<file path="config.mk">
export PLATFORM = sky130hd
export DESIGN_NAME = mac_sequencer_flat
export DESIGN_NICKNAME = d
export VERILOG_FILES = /design/src/rtl/mac_sequencer_if.sv /design/src/rtl/mac_sequencer.sv /design/src/flat_wrapper.sv
export SDC_FILE = /design/constraint.sdc
export NUM_CORES = 1
export LEC_CHECK = 0
export BUFFER_PORTS_ARGS = -buffer_cell sky130_fd_sc_hd__buf_4
export CAP_MARGIN = 30
export CORE_UTILIZATION = 59
export DETAILED_ROUTE_END_ITERATION = 16
export GPL_TIMING_DRIVEN = 0
export HOLD_SLACK_MARGIN = 0.12
export PLACE_DENSITY = 0.92
export SKIP_LAST_GASP = 1
export SLEW_MARGIN = 5
export SYNTH_ARGS = -nofsm -noshare
export SYNTH_HDL_FRONTEND = slang
export SYNTH_SLANG_ARGS = --single-unit
</file>
<file path="constraint.sdc">
create_clock -name Clk -period 3.47 [get_ports Clk]
set_input_delay 0.1735 -clock Clk [delete_from_list [all_inputs] [get_ports Clk]]
set_output_delay 0.1735 -clock Clk [all_outputs]
set_load 0.03 [all_outputs]
</file>
<file path="src/rtl/mac_sequencer_if.sv">
// mac_sequencer_if: job control, weight/data/result handshakes and MAC core strobes.
// master is the sequencer side, slave is the surrounding buffer/core side.
interface mac_sequencer_if #(
    parameter int LANES   = 16,
    parameter int WADDR_W = 5
);
    logic               start;
    logic               abort;
    logic [WADDR_W-1:0] cfg_nweights;
    logic [7:0]         cfg_ndata;
    logic [3:0]         cfg_nrows;
    logic               w_valid;
    logic               w_ready;
    logic               d_valid;
    logic               d_ready;
    logic               res_valid;
    logic               res_ready;
    logic [3:0]         res_row;
    logic               we;
    logic               newdata;
    logic               comp;
    logic [WADDR_W-1:0] addr_weight;
    logic [3:0]         addr_result;
    logic [LANES-1:0]   addr_en;
    logic [LANES-1:0]   mac_clr;
    logic               busy;
    logic               done;
    logic [15:0]        perf_cycles;
    modport master (
        input  start, abort, cfg_nweights, cfg_ndata, cfg_nrows, w_valid, d_valid, res_ready,
        output w_ready, d_ready, res_valid, res_row, we, newdata, comp, addr_weight,
               addr_result, addr_en, mac_clr, busy, done, perf_cycles
    );
    modport slave (
        output start, abort, cfg_nweights, cfg_ndata, cfg_nrows, w_valid, d_valid, res_ready,
        input  w_ready, d_ready, res_valid, res_row, we, newdata, comp, addr_weight,
               addr_result, addr_en, mac_clr, busy, done, perf_cycles
    );
endinterface

</file>
<file path="src/rtl/mac_sequencer.sv">
// mac_sequencer: turns weight/data/result handshakes into MAC core strobes for one job.
// Define MAC_SEQ_PERF_EN to get a saturating busy-cycle counter on perf_cycles.
module mac_sequencer #(
    parameter int LANES    = 16,
    parameter int WADDR_W  = 5,
    parameter int PIPE_LAT = 3,
    parameter int RD_LAT   = 2
) (
    input logic Clk,
    input logic reset_n,
    mac_sequencer_if.master bus
);
    typedef enum logic [3:0] {IDLE, CLEAR, LOAD, STREAM, DRAIN, READ, WAIT, RESULT, DONE} state_t;
    localparam logic [7:0] DRAIN_END = 8'(PIPE_LAT - 1);
    localparam logic [7:0] WAIT_END  = 8'(RD_LAT - 1);
    state_t             state;
    logic [WADDR_W-1:0] nw, wcnt, widx;
    logic [7:0]         nd, dcnt, lcnt;
    logic [3:0]         nr, rcnt;
    // Strobes are registered, so each one appears the cycle after the beat it acknowledges.
    always_ff @(posedge Clk or negedge reset_n) begin
        if (!reset_n) begin
            state            <= IDLE;
            nw               <= '0;
            nd               <= '0;
            nr               <= '0;
            wcnt             <= '0;
            widx             <= '0;
            dcnt             <= '0;
            rcnt             <= '0;
            lcnt             <= '0;
            bus.w_ready      <= 1'b0;
            bus.d_ready      <= 1'b0;
            bus.res_valid    <= 1'b0;
            bus.res_row      <= '0;
            bus.we           <= 1'b0;
            bus.newdata      <= 1'b0;
            bus.comp         <= 1'b0;
            bus.addr_weight  <= '0;
            bus.addr_result  <= '0;
            bus.addr_en      <= '0;
            bus.mac_clr      <= '0;
            bus.busy         <= 1'b0;
            bus.done         <= 1'b0;
        end else begin
            bus.we      <= 1'b0;
            bus.newdata <= 1'b0;
            bus.comp    <= 1'b0;
            bus.done    <= 1'b0;
            bus.mac_clr <= '0;
            if (state != IDLE && bus.abort) begin
                state         <= IDLE;
                bus.mac_clr   <= {LANES{1'b1}};
                bus.w_ready   <= 1'b0;
                bus.d_ready   <= 1'b0;
                bus.res_valid <= 1'b0;
                bus.addr_en   <= '0;
                bus.busy      <= 1'b0;
            end else begin
                case (state)
                    IDLE: if (bus.start) begin
                        nw          <= bus.cfg_nweights;
                        nd          <= bus.cfg_ndata;
                        nr          <= bus.cfg_nrows;
                        wcnt        <= '0;
                        widx        <= '0;
                        dcnt        <= '0;
                        rcnt        <= '0;
                        lcnt        <= '0;
                        state       <= CLEAR;
                        bus.mac_clr <= {LANES{1'b1}};
                        bus.busy    <= 1'b1;
                    end
                    CLEAR: begin
                        state       <= LOAD;
                        bus.w_ready <= 1'b1;
                    end
                    LOAD: if (bus.w_valid && bus.w_ready) begin
                        bus.we          <= 1'b1;
                        bus.addr_weight <= wcnt;
                        wcnt            <= wcnt + 1'b1;
                        if (wcnt == nw) begin
                            state       <= STREAM;
                            bus.w_ready <= 1'b0;
                            bus.d_ready <= 1'b1;
                            bus.addr_en <= {LANES{1'b1}};
                        end
                    end
                    STREAM: if (bus.d_valid && bus.d_ready) begin
                        bus.newdata     <= 1'b1;
                        bus.addr_weight <= widx;
                        widx            <= (widx == nw) ? '0 : widx + 1'b1;
                        dcnt            <= dcnt + 8'd1;
                        if (dcnt == nd) begin
                            state       <= DRAIN;
                            bus.d_ready <= 1'b0;
                            bus.addr_en <= '0;
                            lcnt        <= '0;
                        end
                    end
                    DRAIN: if (lcnt == DRAIN_END) begin
                        state           <= READ;
                        bus.comp        <= 1'b1;
                        bus.addr_result <= rcnt;
                    end else begin
                        lcnt <= lcnt + 8'd1;
                    end
                    READ: begin
                        state <= WAIT;
                        lcnt  <= '0;
                    end
                    WAIT: if (lcnt == WAIT_END) begin
                        state         <= RESULT;
                        bus.res_valid <= 1'b1;
                        bus.res_row   <= rcnt;
                    end else begin
                        lcnt <= lcnt + 8'd1;
                    end
                    RESULT: if (bus.res_valid && bus.res_ready) begin
                        bus.res_valid <= 1'b0;
                        if (rcnt == nr) begin
                            state    <= DONE;
                            bus.done <= 1'b1;
                        end else begin
                            state           <= READ;
                            rcnt            <= rcnt + 4'd1;
                            bus.comp        <= 1'b1;
                            bus.addr_result <= rcnt + 4'd1;
                        end
                    end
                    DONE: begin
                        state    <= IDLE;
                        bus.busy <= 1'b0;
                    end
                    default: state <= IDLE;
                endcase
            end
        end
    end
`ifdef MAC_SEQ_PERF_EN
    always_ff @(posedge Clk or negedge reset_n) begin
        if (!reset_n)
            bus.perf_cycles <= '0;
        else if (state == IDLE && bus.start)
            bus.perf_cycles <= '0;
        else if (bus.busy && bus.perf_cycles != 16'hFFFF)
            bus.perf_cycles <= bus.perf_cycles + 16'd1;
    end
`else
    assign bus.perf_cycles = '0;
`endif
endmodule

</file>
<file path="src/flat_wrapper.sv">
// flat-port wrapper written by rule: the top's interface ports become plain ports
module mac_sequencer_flat 
#(
    parameter int LANES    = 16,
    parameter int WADDR_W  = 5,
    parameter int PIPE_LAT = 3,
    parameter int RD_LAT   = 2
)
  (Clk, reset_n, bus_start, bus_abort, bus_cfg_nweights, bus_cfg_ndata, bus_cfg_nrows, bus_w_valid, bus_d_valid, bus_res_ready, bus_w_ready, bus_d_ready, bus_res_valid, bus_res_row, bus_we, bus_newdata, bus_comp, bus_addr_weight, bus_addr_result, bus_addr_en, bus_mac_clr, bus_busy, bus_done, bus_perf_cycles);
  mac_sequencer_if #(.LANES(LANES), .WADDR_W(WADDR_W)) bus_i ();
  input logic Clk;
  input logic reset_n;
  input wire logic [$bits(bus_i.start)-1:0] bus_start;
  input wire logic [$bits(bus_i.abort)-1:0] bus_abort;
  input wire logic [$bits(bus_i.cfg_nweights)-1:0] bus_cfg_nweights;
  input wire logic [$bits(bus_i.cfg_ndata)-1:0] bus_cfg_ndata;
  input wire logic [$bits(bus_i.cfg_nrows)-1:0] bus_cfg_nrows;
  input wire logic [$bits(bus_i.w_valid)-1:0] bus_w_valid;
  input wire logic [$bits(bus_i.d_valid)-1:0] bus_d_valid;
  input wire logic [$bits(bus_i.res_ready)-1:0] bus_res_ready;
  output wire logic [$bits(bus_i.w_ready)-1:0] bus_w_ready;
  output wire logic [$bits(bus_i.d_ready)-1:0] bus_d_ready;
  output wire logic [$bits(bus_i.res_valid)-1:0] bus_res_valid;
  output wire logic [$bits(bus_i.res_row)-1:0] bus_res_row;
  output wire logic [$bits(bus_i.we)-1:0] bus_we;
  output wire logic [$bits(bus_i.newdata)-1:0] bus_newdata;
  output wire logic [$bits(bus_i.comp)-1:0] bus_comp;
  output wire logic [$bits(bus_i.addr_weight)-1:0] bus_addr_weight;
  output wire logic [$bits(bus_i.addr_result)-1:0] bus_addr_result;
  output wire logic [$bits(bus_i.addr_en)-1:0] bus_addr_en;
  output wire logic [$bits(bus_i.mac_clr)-1:0] bus_mac_clr;
  output wire logic [$bits(bus_i.busy)-1:0] bus_busy;
  output wire logic [$bits(bus_i.done)-1:0] bus_done;
  output wire logic [$bits(bus_i.perf_cycles)-1:0] bus_perf_cycles;
  assign bus_i.start = bus_start;
  assign bus_i.abort = bus_abort;
  assign bus_i.cfg_nweights = bus_cfg_nweights;
  assign bus_i.cfg_ndata = bus_cfg_ndata;
  assign bus_i.cfg_nrows = bus_cfg_nrows;
  assign bus_i.w_valid = bus_w_valid;
  assign bus_i.d_valid = bus_d_valid;
  assign bus_i.res_ready = bus_res_ready;
  assign bus_w_ready = bus_i.w_ready;
  assign bus_d_ready = bus_i.d_ready;
  assign bus_res_valid = bus_i.res_valid;
  assign bus_res_row = bus_i.res_row;
  assign bus_we = bus_i.we;
  assign bus_newdata = bus_i.newdata;
  assign bus_comp = bus_i.comp;
  assign bus_addr_weight = bus_i.addr_weight;
  assign bus_addr_result = bus_i.addr_result;
  assign bus_addr_en = bus_i.addr_en;
  assign bus_mac_clr = bus_i.mac_clr;
  assign bus_busy = bus_i.busy;
  assign bus_done = bus_i.done;
  assign bus_perf_cycles = bus_i.perf_cycles;
  mac_sequencer #(.LANES(LANES), .WADDR_W(WADDR_W), .PIPE_LAT(PIPE_LAT), .RD_LAT(RD_LAT)) u_core (.Clk(Clk), .reset_n(reset_n), .bus(bus_i));
endmodule
</file>
======== Word-level counts from Yosys, hierarchy flattened ========
Cells that the tools add are included.
storage, ports and cells
  register bits after elaboration ......... 104
  bits of input ports ..................... 24
  output and inout bits ................... 69
  logic and storage cells ................. 163
operators by class
  $add $sub $neg .......................... 5
  equal/unequal tests ..................... 31
  mux-type cells .......................... 75
  bitwise gates (word level) .............. 1
  reduce and logical (&&, ||, !) cells .... 29
operators by type and width
  cell                 number
  $mux 16              8
  $mux 4               14
  $mux 8               6
  $pmux 8 s5           1
  $pmux 16 s2          1
  $pmux 4 s8           1
  $mux 5               6
  $pmux 5 s2           3
  $mux 1               27
  $ne 3x1->1 const B   7
  $add 8x1->8 const B  2
  $eq 4x3->1 const B   4
  $pmux 4 s2           2
  $pmux 8 s2           1
  $reduce_and 5->1     3
  $reduce_and 3->1     4
  $reduce_and 4->1     3
  $reduce_bool 3->1    4
  $add 5x1->5 const B  2
  $eq 5x5->1           2
  $ne 2x1->1 const B   5
  $pmux 1 s2           5
  $reduce_bool 2->1    5
  $eq 4x2->1 const B   2
  other kinds (17)     23

======== Depth between registers and ports, before layout ========
Gate-level depths: netlist of run 1.
  depth after elaboration ................. 5
  mapped depth ............................ 9
  depth with buffers taken out ............ 8

======== Least setup slack after synthesis of run 1 ========
OpenSTA, ideal clock, no wires.
  kind .................................... reg-to-reg
  start point ............................. register, netlist name u_core.bus.addr_en[14]
  end point ............................... register u_core.lcnt[3]
  library setup time ...................... 0.066 ns
  arrival time ............................ 1.985 ns
  data required time ...................... 3.404 ns
  slack ................................... 1.420 ns
  cell stages (with the launch flop) ...... 8
  path buffers ............................ 1
  period minus slack after synthesis ...... 2.050 ns
  cells stage by stage .................... dfrtp_1 -> a21oi_1 -> nor3_1 -> o211ai_1 -> or3_1 -> buf_2 -> or3b_1 -> nand2_1
RTL lines
  element               line                  source
  end signal, assigned  mac_sequencer.sv:106  lcnt <= lcnt + 8'd1;
  end signal, assigned  mac_sequencer.sv:117  lcnt <= lcnt + 8'd1;
  end, declared         mac_sequencer.sv:18   logic [7:0] nd, dcnt, lcnt;

==> results of run 1 <==
-- layout by cell type, fill, tap and decap left out, types with 7 or more instances in the layout --
cell / n
buf_4: 123
nand2_1: 97
dfrtp_1: 73
nor2_1: 34
o21ai_0: 25
xor2_1: 23
dlygate4sd3_1: 19
conb_1: 16
nand3_1: 14
clkbuf_1: 11
inv_1: 11
a21oi_1: 11
nor3_1: 10
clkbuf_8: 10
xnor2_1: 9
a31oi_1: 8
ha_1: 8
mux2_2: 7
-- kinds of logic (layout without fill, tap and decap cells) --
kind of cell    Yosys count  in the layout
mux                       8              8
fa+ha+maj                 9              9
compound gates           70             70
buf+inv                  73            184
simple gates            193            193
other cells               1             16
flops                    73             73
xor+xnor                 32             32
-- how the worst min path moves through the flow --
stage	depth (start not counted)	slack, ns	to	from
floorplan	0	-0.12	u_core.bus.addr_en[14]	reset_n
global placement	1	0.36	u_core.bus.newdata	reset_n
detailed placement	1	0.35	u_core.bus.newdata	reset_n
CTS	3	0.18	u_core.bus.we	bus_w_valid
global route	2	0.20	u_core.nd[1]	reset_n
finish	3	0.17	u_core.bus.busy	bus_start
-- sequential cells by signal, summed over array words and instances, names as in the netlist, 4 cells and up --
name                    flops
u_core.bus.addr_result      4
u_core.bus.addr_weight      5
u_core.bus.res_row          4
u_core.dcnt                 8
u_core.lcnt                 8
u_core.nd                   8
u_core.nr                   4
u_core.nw                   5
u_core.rcnt                 4
u_core.state                4
u_core.wcnt                 5
u_core.widx                 5
-- per-layer routing --
metal | share of wire | global-route usage | up-vias
met5 | 0 | 0 | -
met4 | 0.026 | 0.1409 | 0
met3 | 0.080 | 0.07004 | 37
met2 | 0.50 | 0.4919 | 218
met1 | 0.39 | 0.3585 | 1753
li1 | - | - | 1724
-- synth_stat cells, drive strengths merged (4+ instances only) --
library cell  instances
nand3                14
xnor2                 9
nand2                97
nor2b                 4
xor2                 23
clkbuf                9
mux2                  7
and2                  4
nor2                 34
nor4                  6
ha                    8
nand2b                4
buf                  53
o21ai                26
o31ai                 6
inv                  11
dfrtp                73
nor3                 11
and3                  7
a21oi                11
a31oi                 8
-- power groups by stage --
stage | Clock (mW) | Combinational, mW | Sequential (mW)
after global routing | 0.620 | 2.03 | 1.25
final | 0.583 | 1.88 | 1.22
after CTS | 0.583 | 1.85 | 1.21
after global placement | 0 | 1.78 | 1.21
after detailed placement | 0 | 1.82 | 1.23
after floorplan | 0 | 1.22 | 1.28
-- final cells by class --
class                           instances  area (µm²)  area share
Timing Repair Buffer                   96       788.3      0.1518
Clock inverter                          3       17.52    0.003373
Inverter                               11       41.29    0.007950
Buffer                                 62       416.7     0.08022
Sequential cell                        73        1827      0.3517
Tap cell                               77       96.34     0.01855
Clock buffer                           12       145.1     0.02795
Multi-Input combinational cell        328        1862      0.3585
-- critical path: stages (launching register included) --
cell and delay [ns]:
dfrtp_1 0.59, and2_1 0.29, a32oi_1 0.75, nor2_1 0.20, and3_1 0.27, xnor2_1 0.19, nor2_1 0.06
-- stage by stage --
stage | cell area, µm² | power, mW
6_report | 5194 | 3.685
3_5_place_dp | 4813 | 3.052
3_3_place_gp | 4813 | 2.988
4_1_cts | 5166 | 3.650
2_1_floorplan | 4146 | 2.501
5_1_grt | 5194 | 3.894
==> impl_metrics.ini, run 1 <==
[synth]
yosysTopAreaCell = dfrtp_1
synth_fa_ha_area_frac = 0.02692
ys_ff_latch = 73
synth.yosys.seq_area_share = 0.4466
synth_area_leaders = dfrtp_1, nand2_1, buf_4
synthArstFlopShare = 1.000
synth_compound_area_frac = 0.1089
synth_area_um2 = 4090
postSynthCellCount = 459
synth_edf_count = 0
synth_top_family_by_area = simple AND/OR/NAND/NOR gates
synth.mux.area_fraction = 0.02172
synth_top_area_share = 0.4466
synth_ff_type = dfrtp_1
syn_avg_cell_area_um2 = 8.911
yosysWarnings = 0
synth-xor-area-share = 0.06852
ys_types = 52
synthSimpleGateAreaFrac = 0.2144

[critical_path]
path_max_fanout = 20
r2r_start = u_core.bus.addr_en[14]
crit_end = u_core.dcnt[6]
start_kind = register
r2r_cells = 6
crit_arrival_ns = 2.71
timing.critical_path.from = u_core.bus.addr_en[14]
reg2reg_setup_slack_ns = 0.98
required_ns = 3.69
worst_r2r_endpoint = u_core.dcnt[6]
critPathKind = reg2reg
end_kind = register

[floorplan]
initial_core_util = 0.6262
rows = 29
core_area_um2 = 6531
ios = 93
die_w_um = 85.26
dieArea_um2 = 7269
die_height_um = 85.26

[power]
p_clk_frac = 0.158
pwr-share-comb = 0.511
powerDensity_nw_per_um2 = 709.4
p_leak_nw = 2.680
sequentialPowerShare = 0.330
p_int_mw = 2.080
switching_share = 0.4355
p_sw_mw = 1.605
max-vdd-ir-drop_mv = 0.3760

[placed_design]
dpl.hpwl_mm = 6.616
port_buffers = 76
place_inst = 627
place_congestion = 0.8893
place_worst_setup_slack_ns = 1.122

[sta]
post-route-period-util = 0.7183
relSlewSlack = 0.4078
whs_ns = 0.1746
tns_ns = 0
finalWorstSetupSlack_ns = 0.9775
hold_violations = 0
slew_violations = 0
rsz0062_at_grt = false
fin_worst_skew_ns = 0.01200
fmax_mhz = 401.2
setup_viol = 0
tightest_slew_ns = 0.8883
fin_crit_ns = 2.493

[clock_tree]
clock_sinks = 73
clockBufferDepth = 2
ctsHoldBuffers = 19
tritoncts = yes
postCtsSetupBuffers = 0
cts_buffers = 9
cts_root_buffer = clkbuf_8
clkTransAtPathRegs_ns = 0.08
ctsResizeCount = 0
htree_num_levels = 3
clock_latency_ns = 0.36

[final_layout]
finalNonFillerCells = 662
n_antenna_cell = 0
fin_nets = 613
drive_above_1_share = 0.2718
syn_to_final_growth_pct = 26.98
nFillCells = 430
utilization = 0.7952

[min_path]
hp-class = in2reg

[grt]
grt_use_total = 0.2933
antenna_found_initial = 0
grt_pass1_wl_mm = 16.68
grt_pass1_vias = 3590
grt_max_degree = 74
grt_overflow_total = 0

[route]
viasPerCell = 5.637
drtPass1Iterations = 8
route.detailed.drc = 0
wire_per_inst_um = 15.14
vias = 3732
final_antenna_net_count = 0
wl_mm = 10.02
drt_iter0_markers = 297

[outcome]
status = completed

[flow_run]
max_cap_viol_count = 0
No activity file was read; power rests on OpenSTA's default activity.
==> inputs of run 2 (changes only) <==
--- a/config.mk
+++ b/config.mk
@@ -5,13 +5,14 @@
 export SDC_FILE = /design/constraint.sdc
 export NUM_CORES = 1
 export LEC_CHECK = 0
+export ABC_AREA = 1
 export BUFFER_PORTS_ARGS = -buffer_cell sky130_fd_sc_hd__buf_4
 export CAP_MARGIN = 30
-export CORE_UTILIZATION = 59
+export CORE_UTILIZATION = 55
 export DETAILED_ROUTE_END_ITERATION = 16
 export GPL_TIMING_DRIVEN = 0
 export HOLD_SLACK_MARGIN = 0.12
-export PLACE_DENSITY = 0.92
+export PLACE_DENSITY = 0.86
 export SKIP_LAST_GASP = 1
 export SLEW_MARGIN = 5
 export SYNTH_ARGS = -nofsm -noshare
==> constraint.sdc (replaced) <==
create_clock -name Clk -period 2.3 [get_ports Clk]
set_input_delay 0.115 -clock Clk [delete_from_list [all_inputs] [get_ports Clk]]
set_output_delay 0.115 -clock Clk [all_outputs]
set_load 0.03 [all_outputs]
==> run 2 against run 1 <==
Against the previous run:
- critical path depth up 1
- die area is 15% higher
- synthesized area increased by 7.4%
- sequential share of layout area fell by 2.5 points
- global-route usage is 4.0 points lower
- first-iteration DRC count decreased by 18%
- sequential cell count did not move
- wire length rose by 0.91%
- power increased by 90%
- sequential power rose by 65%
- fmax rose by 32%
- count of clock-buffer cells in the layout shrank 2
==> impl_metrics.ini, run 2 <==
[floorplan]
rows = 32
die_w_um = 91.36
ios = 93
core_area_um2 = 7727
dieArea_um2 = 8347
die_height_um = 91.36
initial_core_util = 0.5683

[grt]
grt_max_degree = 74
grt_pass1_vias = 3679
grt_pass1_wl_mm = 16.82
antenna_found_initial = 0
grt_use_total = 0.2534
grt_busiest_layer = met2
grt.met3_usage = 0.04606
groute.layer.met1.usage = 0.3090
grt_util_met2 = 0.4489
grt_overflow_total = 0

[final_layout]
nFillCells = 588
multi_input_area_um2 = 2032
fin_nets = 695
reg_top3 = u_core.dcnt x8, u_core.lcnt x8, u_core.nd x8
drive_above_1_share = 0.2889
layout_common_cells = nand2_1, buf_4, dfrtp_1
n_antenna_cell = 0
syn_to_final_growth_pct = 27.12
layout_commonest_cell = nand2_1
seqCellArea_um2 = 1827

[synth]
yosysWarnings = 0
yosysTopAreaCell = dfrtp_1
postSynthCellCount = 541
synth_area_um2 = 4392
synth_edf_count = 0
synth_area_leaders = dfrtp_1, nand2_1, buf_4
synthTopCellsByCount = nand2_1, dfrtp_1, buf_4, nor2_1, inv_1
synthArstFlopShare = 1.000
ys_ff_latch = 73
syn_avg_cell_area_um2 = 8.118
synthMostInstantiatedCell = nand2_1
synth_top_area_share = 0.4160
synth_ff_type = dfrtp_1
synth.yosys.seq_area_share = 0.4160
ys_types = 44

[sta]
hold_violations = 0
post-route-period-util = 0.8199
tightest_slew_ns = 0.5494
whs_ns = 0.1779
fin_crit_ns = 1.886
rsz0062_at_grt = false
fmax_mhz = 530.3
setup_viol = 0
fin_worst_skew_ns = 0.01476
slew_violations = 0
tns_ns = 0
relSlewSlack = 0.6337

[route]
vias = 3858
viasPerCell = 5.010
wl_mm = 10.11
drtPass1Iterations = 5
wire_per_inst_um = 13.13
route.detailed.drc = 0
final_antenna_net_count = 0
drt_iter0_markers = 244

[clock_tree]
cts_root_buffer = clkbuf_8
htree_num_levels = 3
postCtsSetupBuffers = 0
clock_latency_ns = 0.36
clkTransAtPathRegs_ns = 0.08
clock_sinks = 73
cts_buffers = 9
clockBufferDepth = 2
tritoncts = yes

[critical_path]
start_kind = register
path_max_fanout = 10
end_kind = register
critPathKind = reg2reg
required_ns = 2.54
crit_arrival_ns = 2.13

[power]
powerDensity_nw_per_um2 = 1255
p_total_mw = 7.005
p_leak_nw = 2.910
max-vdd-ir-drop_mv = 0.6295

[placed_design]
port_buffers = 76
place_congestion = 0.8681
dpl.hpwl_mm = 7.169

[min_path]
hp-class = in2reg

[flow_run]
max_cap_viol_count = 0

[outcome]
status = completed
-- run 2: cell types whose count changed after synthesis, moves of 7 or more --
cell     before  now
nand2_1      97  153
o21ai_2       0    9
nor2_1       34   47
xor2_1       23   16
nor2_2        0    7
inv_1        11   40
-- run 2: layout make-up --
cell class                 count  share of cell area
buffer                        55             0.07172
inverter                      47             0.03384
tap                          102             0.02286
clock buffer                  10             0.02465
multi-input combinational    381              0.3640
clock inverter                 6             0.01591
sequential                    73              0.3272
timing repair buffer          96              0.1398
-- run 2: per-layer routing --
metal,vias up,routed length [µm]
li1,1899,-
met1,1815,4127
met2,122,5220
met3,22,523
met4,0,242
met5,-,0
-- run 2: cell families (layout without fill, tap and decap cells) --
kind of cell | count (synthesis) | count (layout) | share of synthesized area
flops | 73 | 73 | 0.4160
simple gates | 262 | 262 | 0.2738
other cells | 1 | 16 | 0.0008539
compound gates | 66 | 66 | 0.09402
xor+xnor | 28 | 28 | 0.05584
buf+inv | 102 | 214 | 0.1342
mux | 1 | 1 | 0.002564
fa+ha+maj | 8 | 8 | 0.02279
-- run 2: what timing repair did --
action / in CTS / in global routing
hold buffers: 19 / 0
endpoints found under the hold margin: 92 / 0
resized for setup: 0 / 0
-- run 2: worst max-delay path, stage by stage (launching register included) --
cell,delay [ns]
dfrtp_1,0.49
nor2_2,0.23
nand2_4,0.11
nor2_4,0.27
inv_2,0.18
clkbuf_1,0.31
nand2_1,0.13
nand2_1,0.05
-- run 2: worst paths after layout --
kind                            slack [ns]                         to                  start  cells past startpoint
worst max-delay path                  0.41               u_core.nd[7]        u_core.state[1]                      7
worst min-delay path                  0.18              u_core.bus.we              bus_abort                      4
worst max register to register        0.41               u_core.nd[7]        u_core.state[1]                      7
worst min register to register        0.49      u_core.bus.res_row[2]  u_core.bus.res_row[2]                      2
max in group asynchronous             1.50            u_core.bus.busy                reset_n                      3
min in group asynchronous             0.21  u_core.bus.addr_weight[0]                reset_n                      2
-- run 2: power breakdown --
group | leakage, nW | switching (mW) | internal (mW)
Clock | 0.109 | 0.508 | 0.642
Sequential | 0.963 | 0.392 | 1.62
Combinational | 1.84 | 2.33 | 1.51
Total | 2.91 | 3.23 | 3.77
-- run 2: stage by stage --
| step | cells | cell area [µm²] | setup slack, ns | util |
|---|---|---|---|---|
| floorplan | 556 | 4448 | 0.5108 | - |
| global placement | 734 | 5146 | 0.4883 | 0.6660 |
| detailed placement | 734 | 5146 | 0.4279 | 0.6660 |
| CTS | 769 | 5563 | 0.4194 | 0.7199 |
| global route | 770 | 5583 | 0.2719 | 0.7225 |
| finish | 770 | 5583 | 0.4143 | 0.7225 |
